==> config.mk <==
export PLATFORM = sky130hd
export DESIGN_NAME = dm_sba_apb_bridge
export DESIGN_NICKNAME = d
export VERILOG_FILES = /design/src/rtl/dm_sba_apb_bridge.sv
export SDC_FILE = /design/constraint.sdc
export NUM_CORES = 1
export LEC_CHECK = 0
export CAP_MARGIN = 20
export CORE_ASPECT_RATIO = 0.9
export CORE_MARGIN = 2
export CORE_UTILIZATION = 30
export CTS_CLUSTER_DIAMETER = 30
export CTS_CLUSTER_SIZE = 12
export DETAILED_ROUTE_END_ITERATION = 8
export PLACE_DENSITY = 0.6
export SLEW_MARGIN = 20
export SYNTH_ARGS = -nofsm -noshare
export SYNTH_HDL_FRONTEND = slang
export SYNTH_SLANG_ARGS = --single-unit
==> constraint.sdc <==
create_clock -name core_clk -period 4.3 [get_ports core_clk]
set_input_delay 0.86 -clock core_clk [delete_from_list [all_inputs] [get_ports core_clk]]
set_output_delay 0.86 -clock core_clk [all_outputs]
set_load 0.05 [all_outputs]
==> src/rtl/dm_sba_apb_bridge.sv <==
// dm_sba_apb_bridge
// Bridges the debug module's 64-bit single-beat SBA host port onto a 32-bit
// APB requester. A request becomes one or two APB transfers: the lo word goes
// first if any of be[3:0] is set, then the hi word if any of be[7:4] is set.
// Exactly one response pulse is returned per request.
//
// Ports:
//   core_clk, sys_rst_n        clock, async active-low reset
//   host_req_i/add/we/wdata/be SBA request; host_gnt_o accepts it (IDLE only)
//   host_r_valid_o/rdata_o     one-cycle response; rdata is 0 for writes and
//                              for halves not accessed
//   psel/penable/pwrite/paddr/pwdata_o, prdata/pready/pslverr_i   APB
//   err_o / err_clr_i          sticky error (slverr, timeout, bad address)
module dm_sba_apb_bridge #(
  parameter int AddrWidth     = 32,
  parameter int TimeoutCycles = 1024
) (
  input  logic                 core_clk,
  input  logic                 sys_rst_n,
  input  logic                 host_req_i,
  input  logic [63:0]          host_add_i,
  input  logic                 host_we_i,
  input  logic [63:0]          host_wdata_i,
  input  logic [7:0]           host_be_i,
  output logic                 host_gnt_o,
  output logic                 host_r_valid_o,
  output logic [63:0]          host_r_rdata_o,
  output logic                 psel_o,
  output logic                 penable_o,
  output logic                 pwrite_o,
  output logic [AddrWidth-1:0] paddr_o,
  output logic [31:0]          pwdata_o,
  input  logic [31:0]          prdata_i,
  input  logic                 pready_i,
  input  logic                 pslverr_i,
  output logic                 err_o,
  input  logic                 err_clr_i
);

  localparam int CntW = (TimeoutCycles > 2) ? $clog2(TimeoutCycles) : 1;

  typedef enum logic [1:0] {IDLE, SETUP, ACCESS, RESP} state_e;

  state_e                 state_q;
  logic [AddrWidth-1:3]   add_q;
  logic                   we_q;
  logic [63:0]            wdata_q;
  logic                   lo_pend_q, hi_pend_q;
  logic [63:0]            rdata_q, rdata_d;
  logic [CntW-1:0]        wcnt_q;
  logic                   psel_q, penable_q, pwrite_q, r_valid_q, err_q;
  logic [AddrWidth-1:0]   paddr_q;
  logic [31:0]            pwdata_q;
  logic [63:0]            r_rdata_q;

  logic oor, tmo, err_set, host_lo;
  logic unused_add_lsb;

  assign unused_add_lsb = ^host_add_i[2:0];

  if (AddrWidth < 64) begin : g_oor
    assign oor = |host_add_i[63:AddrWidth];
  end else begin : g_no_oor
    assign oor = 1'b0;
  end

  assign host_gnt_o = host_req_i && (state_q == IDLE);
  assign host_lo    = |host_be_i[3:0];
  assign tmo        = (wcnt_q == CntW'(TimeoutCycles - 1));

  assign err_set = (host_gnt_o && oor) ||
                   ((state_q == ACCESS) && ((pready_i && pslverr_i) || (!pready_i && tmo)));

  // Read data with the completing half's slice merged in; the lo half is
  // always the one in flight while its pending bit is still set.
  always_comb begin
    rdata_d = rdata_q;
    if (lo_pend_q) rdata_d[31:0]  = pslverr_i ? 32'h0 : prdata_i;
    else           rdata_d[63:32] = pslverr_i ? 32'h0 : prdata_i;
  end

  always_ff @(posedge core_clk or negedge sys_rst_n) begin
    if (!sys_rst_n) begin
      state_q   <= IDLE;
      add_q     <= '0;
      we_q      <= 1'b0;
      wdata_q   <= '0;
      lo_pend_q <= 1'b0;
      hi_pend_q <= 1'b0;
      rdata_q   <= '0;
      wcnt_q    <= '0;
      psel_q    <= 1'b0;
      penable_q <= 1'b0;
      pwrite_q  <= 1'b0;
      paddr_q   <= '0;
      pwdata_q  <= '0;
      r_valid_q <= 1'b0;
      r_rdata_q <= '0;
      err_q     <= 1'b0;
    end else begin
      // set beats clear when both land in the same cycle
      if (err_set)        err_q <= 1'b1;
      else if (err_clr_i) err_q <= 1'b0;

      case (state_q)
        IDLE: begin
          r_valid_q <= 1'b0;
          r_rdata_q <= '0;
          if (host_req_i) begin
            add_q     <= host_add_i[AddrWidth-1:3];
            we_q      <= host_we_i;
            wdata_q   <= host_wdata_i;
            lo_pend_q <= host_lo;
            hi_pend_q <= |host_be_i[7:4];
            rdata_q   <= '0;
            if (oor || host_be_i == 8'h00) begin
              state_q   <= RESP;
              r_valid_q <= 1'b1;
            end else begin
              state_q   <= SETUP;
              psel_q    <= 1'b1;
              penable_q <= 1'b0;
              pwrite_q  <= host_we_i;
              paddr_q   <= {host_add_i[AddrWidth-1:3], ~host_lo, 2'b00};
              pwdata_q  <= host_lo ? host_wdata_i[31:0] : host_wdata_i[63:32];
            end
          end
        end

        SETUP: begin
          penable_q <= 1'b1;
          wcnt_q    <= '0;
          state_q   <= ACCESS;
        end

        ACCESS: begin
          if (pready_i) begin
            if (!we_q) rdata_q <= rdata_d;
            if (lo_pend_q) lo_pend_q <= 1'b0;
            else           hi_pend_q <= 1'b0;
            if (lo_pend_q && hi_pend_q) begin
              state_q   <= SETUP;
              penable_q <= 1'b0;
              paddr_q   <= {add_q, 3'b100};
              pwdata_q  <= wdata_q[63:32];
            end else begin
              state_q   <= RESP;
              psel_q    <= 1'b0;
              penable_q <= 1'b0;
              r_valid_q <= 1'b1;
              r_rdata_q <= we_q ? 64'h0 : rdata_d;
            end
          end else if (tmo) begin
            // abort: remaining halves are dropped, their slices stay 0
            state_q   <= RESP;
            psel_q    <= 1'b0;
            penable_q <= 1'b0;
            lo_pend_q <= 1'b0;
            hi_pend_q <= 1'b0;
            r_valid_q <= 1'b1;
            r_rdata_q <= we_q ? 64'h0 : rdata_q;
          end else if (wcnt_q != '1) begin
            wcnt_q <= wcnt_q + 1'b1;
          end
        end

        RESP: begin
          r_valid_q <= 1'b0;
          r_rdata_q <= '0;
          state_q   <= IDLE;
        end

        default: state_q <= IDLE;
      endcase
    end
  end

  assign host_r_valid_o = r_valid_q;
  assign host_r_rdata_o = r_rdata_q;
  assign psel_o         = psel_q;
  assign penable_o      = penable_q;
  assign pwrite_o       = pwrite_q;
  assign paddr_o        = paddr_q;
  assign pwdata_o       = pwdata_q;
  assign err_o          = err_q;

endmodule

==> results.sh <==
export IMPL_wire_per_inst_um=17.7
export IMPL_final_cells=2205
export IMPL_fin_crit_ns=3.45
export IMPL_timing_rr_start="state_q[0]"
export IMPL_area_delta_synth_final_pct=48.9
export IMPL_clockRootBuffer="clkbuf_16"
export IMPL_cts_buffer_depth=3
export IMPL_synth_edf_count=0
export IMPL_setup_slack_ns=0.852
export IMPL_worst_pin_slew_ns=0.943
export IMPL_dp_final_hpwl_mm=24.4
export IMPL_cp_slowest_cell="clkdlybuf4s50_1"
export IMPL_status="completed"
export IMPL_ir_worst_vdd_mv=0.513
export IMPL_die_area_um2=46800
export IMPL_grt_pass1_vias=11100
export IMPL_p_per_area_nw_per_um2=849
export IMPL_wirelength_mm=39.0
export IMPL_ys_async_sr_fraction_pct=100
export IMPL_numPortBuffers=303
export IMPL_rsz0062_at_grt="no"
export IMPL_antenna_found_initial=2
export IMPL_startpoint="state_q[1]"
export IMPL_place_congestion=0.775
export IMPL_leakage_nw=8.42
export IMPL_worst_setup_path_type="flop to output port"
export IMPL_grt_use_total_pct=16.7
export IMPL_route_detailed_drc=0
export IMPL_maxCapViolations=0
export IMPL_whs_ns=0.336
export IMPL_clock_sinks=271
export IMPL_synthCells=1220
export IMPL_crit_required_ns=3.44
export IMPL_path_clk_slew_ns=0.04
export IMPL_yosysUniqueCellTypes=46
export IMPL_io_pins=309
export IMPL_rows=73
export IMPL_fp_dieW_um=228
export IMPL_cp_top_family="buffers and inverters"
export IMPL_cp_common_cell="inv_1"
export IMPL_core_um2=44300
export IMPL_critPathArrivalTime_ns=2.59
export IMPL_finalNetCount=1717
export IMPL_viasPerCell=4.81
export IMPL_drive_above_1_share_pct=24.0
export IMPL_ys_ff_latch=271
export IMPL_post_place_ws_ns=0.802
export IMPL_gr_total_overflow=0
export IMPL_report_final_slew_viol_count=0
export IMPL_finalCritPeriodShare_pct=80.2
export IMPL_ys_warn_count=0
export IMPL_worstPathMaxFanout=6
export IMPL_start_kind="flop"
export IMPL_grt_max_degree=98
export IMPL_grt_pass1_wl_mm=61.8
export IMPL_nFillCells=4067
export IMPL_path_cells="inv_1 > ha_1 > nand2_2 > inv_1 > clkdlybuf4s50_1"
export IMPL_htreeDepth=3
export IMPL_dp_cells=2053
export IMPL_initial_core_util_pct=30.5
export IMPL_critPathBufInv=3
export IMPL_dr_pass1_iters=5
export IMPL_cts_resized=0
export IMPL_ys_seq_area_share_pct=50.2
export IMPL_ys_flop_type="dfrtp_1"
export IMPL_fin_setup_tns_ns=0
export IMPL_finalHoldViolCount=0
export IMPL_fmax_mhz=290
export IMPL_end_kind="output port"
export IMPL_hp_class="input port to asynchronous set/reset pin"
export IMPL_netlist_area_um2=13500
export IMPL_drt_iter0_drc=617
export IMPL_cts_made_buffers=81
export IMPL_syn_area_per_cell_um2=11.1
export IMPL_vias=10600
export IMPL_cts_hold_buffers=0
export IMPL_cts_tree="built"
export IMPL_clk_latency_ns=0.59
export IMPL_maxSlewHeadroom_pct=37.1
export IMPL_finClkSkew_ns=0.0189
export IMPL_max_stage_delay_ns=0.89
export IMPL_die_height_um=205
export IMPL_setup_viol_count_final=0
export IMPL_cts_setup_buffers=0
export IMPL_ant_nets=0
where the power goes:
part	internal (W)	switching, W
sequential	0.00361	0.000679
clock	0.00449	0.00175
combinational	0.00239	0.00417
final timing paths:
check / end / slack [ns] / cells after the start
worst max-delay path: host_gnt_o / 0.85 / 5
worst max register to register: rdata_q[40] / 1.34 / 9
min in group core_clk: host_r_rdata_o[47] / 0.47 / 2
worst min-delay path: rdata_q[40] / 0.34 / 1
max in group asynchronous: paddr_o[24] / 3.02 / 2
worst min register to register: host_r_rdata_o[47] / 0.47 / 2
per-stage QoR:
stage | utilization [%] | total power [W] | instance area (µm²)
floorplan | - | 0.00877 | 13500
global placement | 38.9 | 0.0108 | 17200
detailed placement | 38.9 | 0.0109 | 17200
CTS | 45.4 | 0.0173 | 20100
global route | 45.4 | 0.0180 | 20100
finish | 45.4 | 0.0171 | 20100
Yosys cell counts (5+ instances only):
| library cell | instances | area [µm²] |
|---|---|---|
| nor2_1 | 11 | 41.3 |
| a22o_1 | 64 | 561 |
| mux2_2 | 149 | 1680 |
| mux2_1 | 5 | 56.3 |
| buf_6 | 6 | 67.6 |
| clkbuf_1 | 63 | 236 |
| nand3_1 | 35 | 175 |
| o31ai_2 | 50 | 626 |
| o31ai_1 | 14 | 105 |
| buf_2 | 15 | 75.1 |
| nor2b_1 | 36 | 225 |
| mux2i_1 | 98 | 981 |
| nor4_1 | 11 | 68.8 |
| buf_1 | 14 | 52.6 |
| nand2_1 | 179 | 672 |
| nand2b_1 | 5 | 31.3 |
| inv_1 | 39 | 146 |
| o21ai_1 | 10 | 50.1 |
| dfrtp_1 | 271 | 6780 |
| o21ai_0 | 94 | 470 |
| ha_1 | 6 | 75.1 |
| a21oi_1 | 9 | 45.0 |
worst register-to-register path: stages, from the launching register on:
cell	delay, ns
dfrtp_1	0.41
inv_1	0.19
ha_4	0.18
buf_4	0.49
nor2_1	0.23
a211oi_4	0.23
buf_4	0.59
nand2_1	0.14
o21ai_0	0.26
a22o_1	0.19
cell families (layout without fill, tap and decap cells):
kind of cell | Yosys count | count (layout) | synth area share [%]
compound gates | 254 | 254 | 14.8
buf+inv | 139 | 521 | 4.39
mux | 252 | 252 | 20.1
simple gates | 293 | 293 | 9.76
other cells | 1 | 4 | 0.0277
xor+xnor | 4 | 4 | 0.259
fa+ha+maj | 6 | 6 | 0.555
flops | 271 | 271 | 50.2
registers in the layout (all words and copies together) (netlist names), 2 cells and up:
name / flops
wdata_q: 32
host_r_rdata_o: 64
state_q: 2
paddr_o: 30
rdata_q: 64
wcnt_q: 10
add_q: 29
pwdata_o: 32
metal layers:
layer	vias up	wire length [µm]	GRT usage (%)
met1	5231	16900	20.3
li1	4989	-	-
met4	4	743	5.15
met2	313	17700	26.4
met5	-	25	0
met3	69	3550	7.68
layout by cell type, fill, tap and decap left out, types with 9 or more instances in the layout:
cell type        instances
mux2i_1                 98
clkinvlp_4              10
o21ai_1                 10
buf_4                   22
clkbuf_8                14
nor4_1                  10
o31ai_2                 50
o31ai_1                 14
bufinv_16               13
nand2_1                178
nor2b_1                 35
dfrtp_1                270
clkbuf_16               82
mux2_2                 149
clkinv_2                12
a22o_1                  64
clkdlybuf4s50_1        301
nand3_1                 35
inv_1                   39
clkbuf_1                11
nor2_1                  11
a21oi_1                  9
o21ai_0                 94
cell type report:
type / instances / area, µm² / area share [%]
diodes: 2 / 5.00 / 0.0249
repair buffers: 332 / 3340 / 16.6
flip-flops and latches: 271 / 6790 / 33.7
inverters: 39 / 146 / 0.727
clock inverters: 43 / 614 / 3.05
well taps: 600 / 751 / 3.73
clock buffers: 107 / 2290 / 11.4
multi-input cells: 811 / 6200 / 30.8
Power figures use the tool's default switching activity.
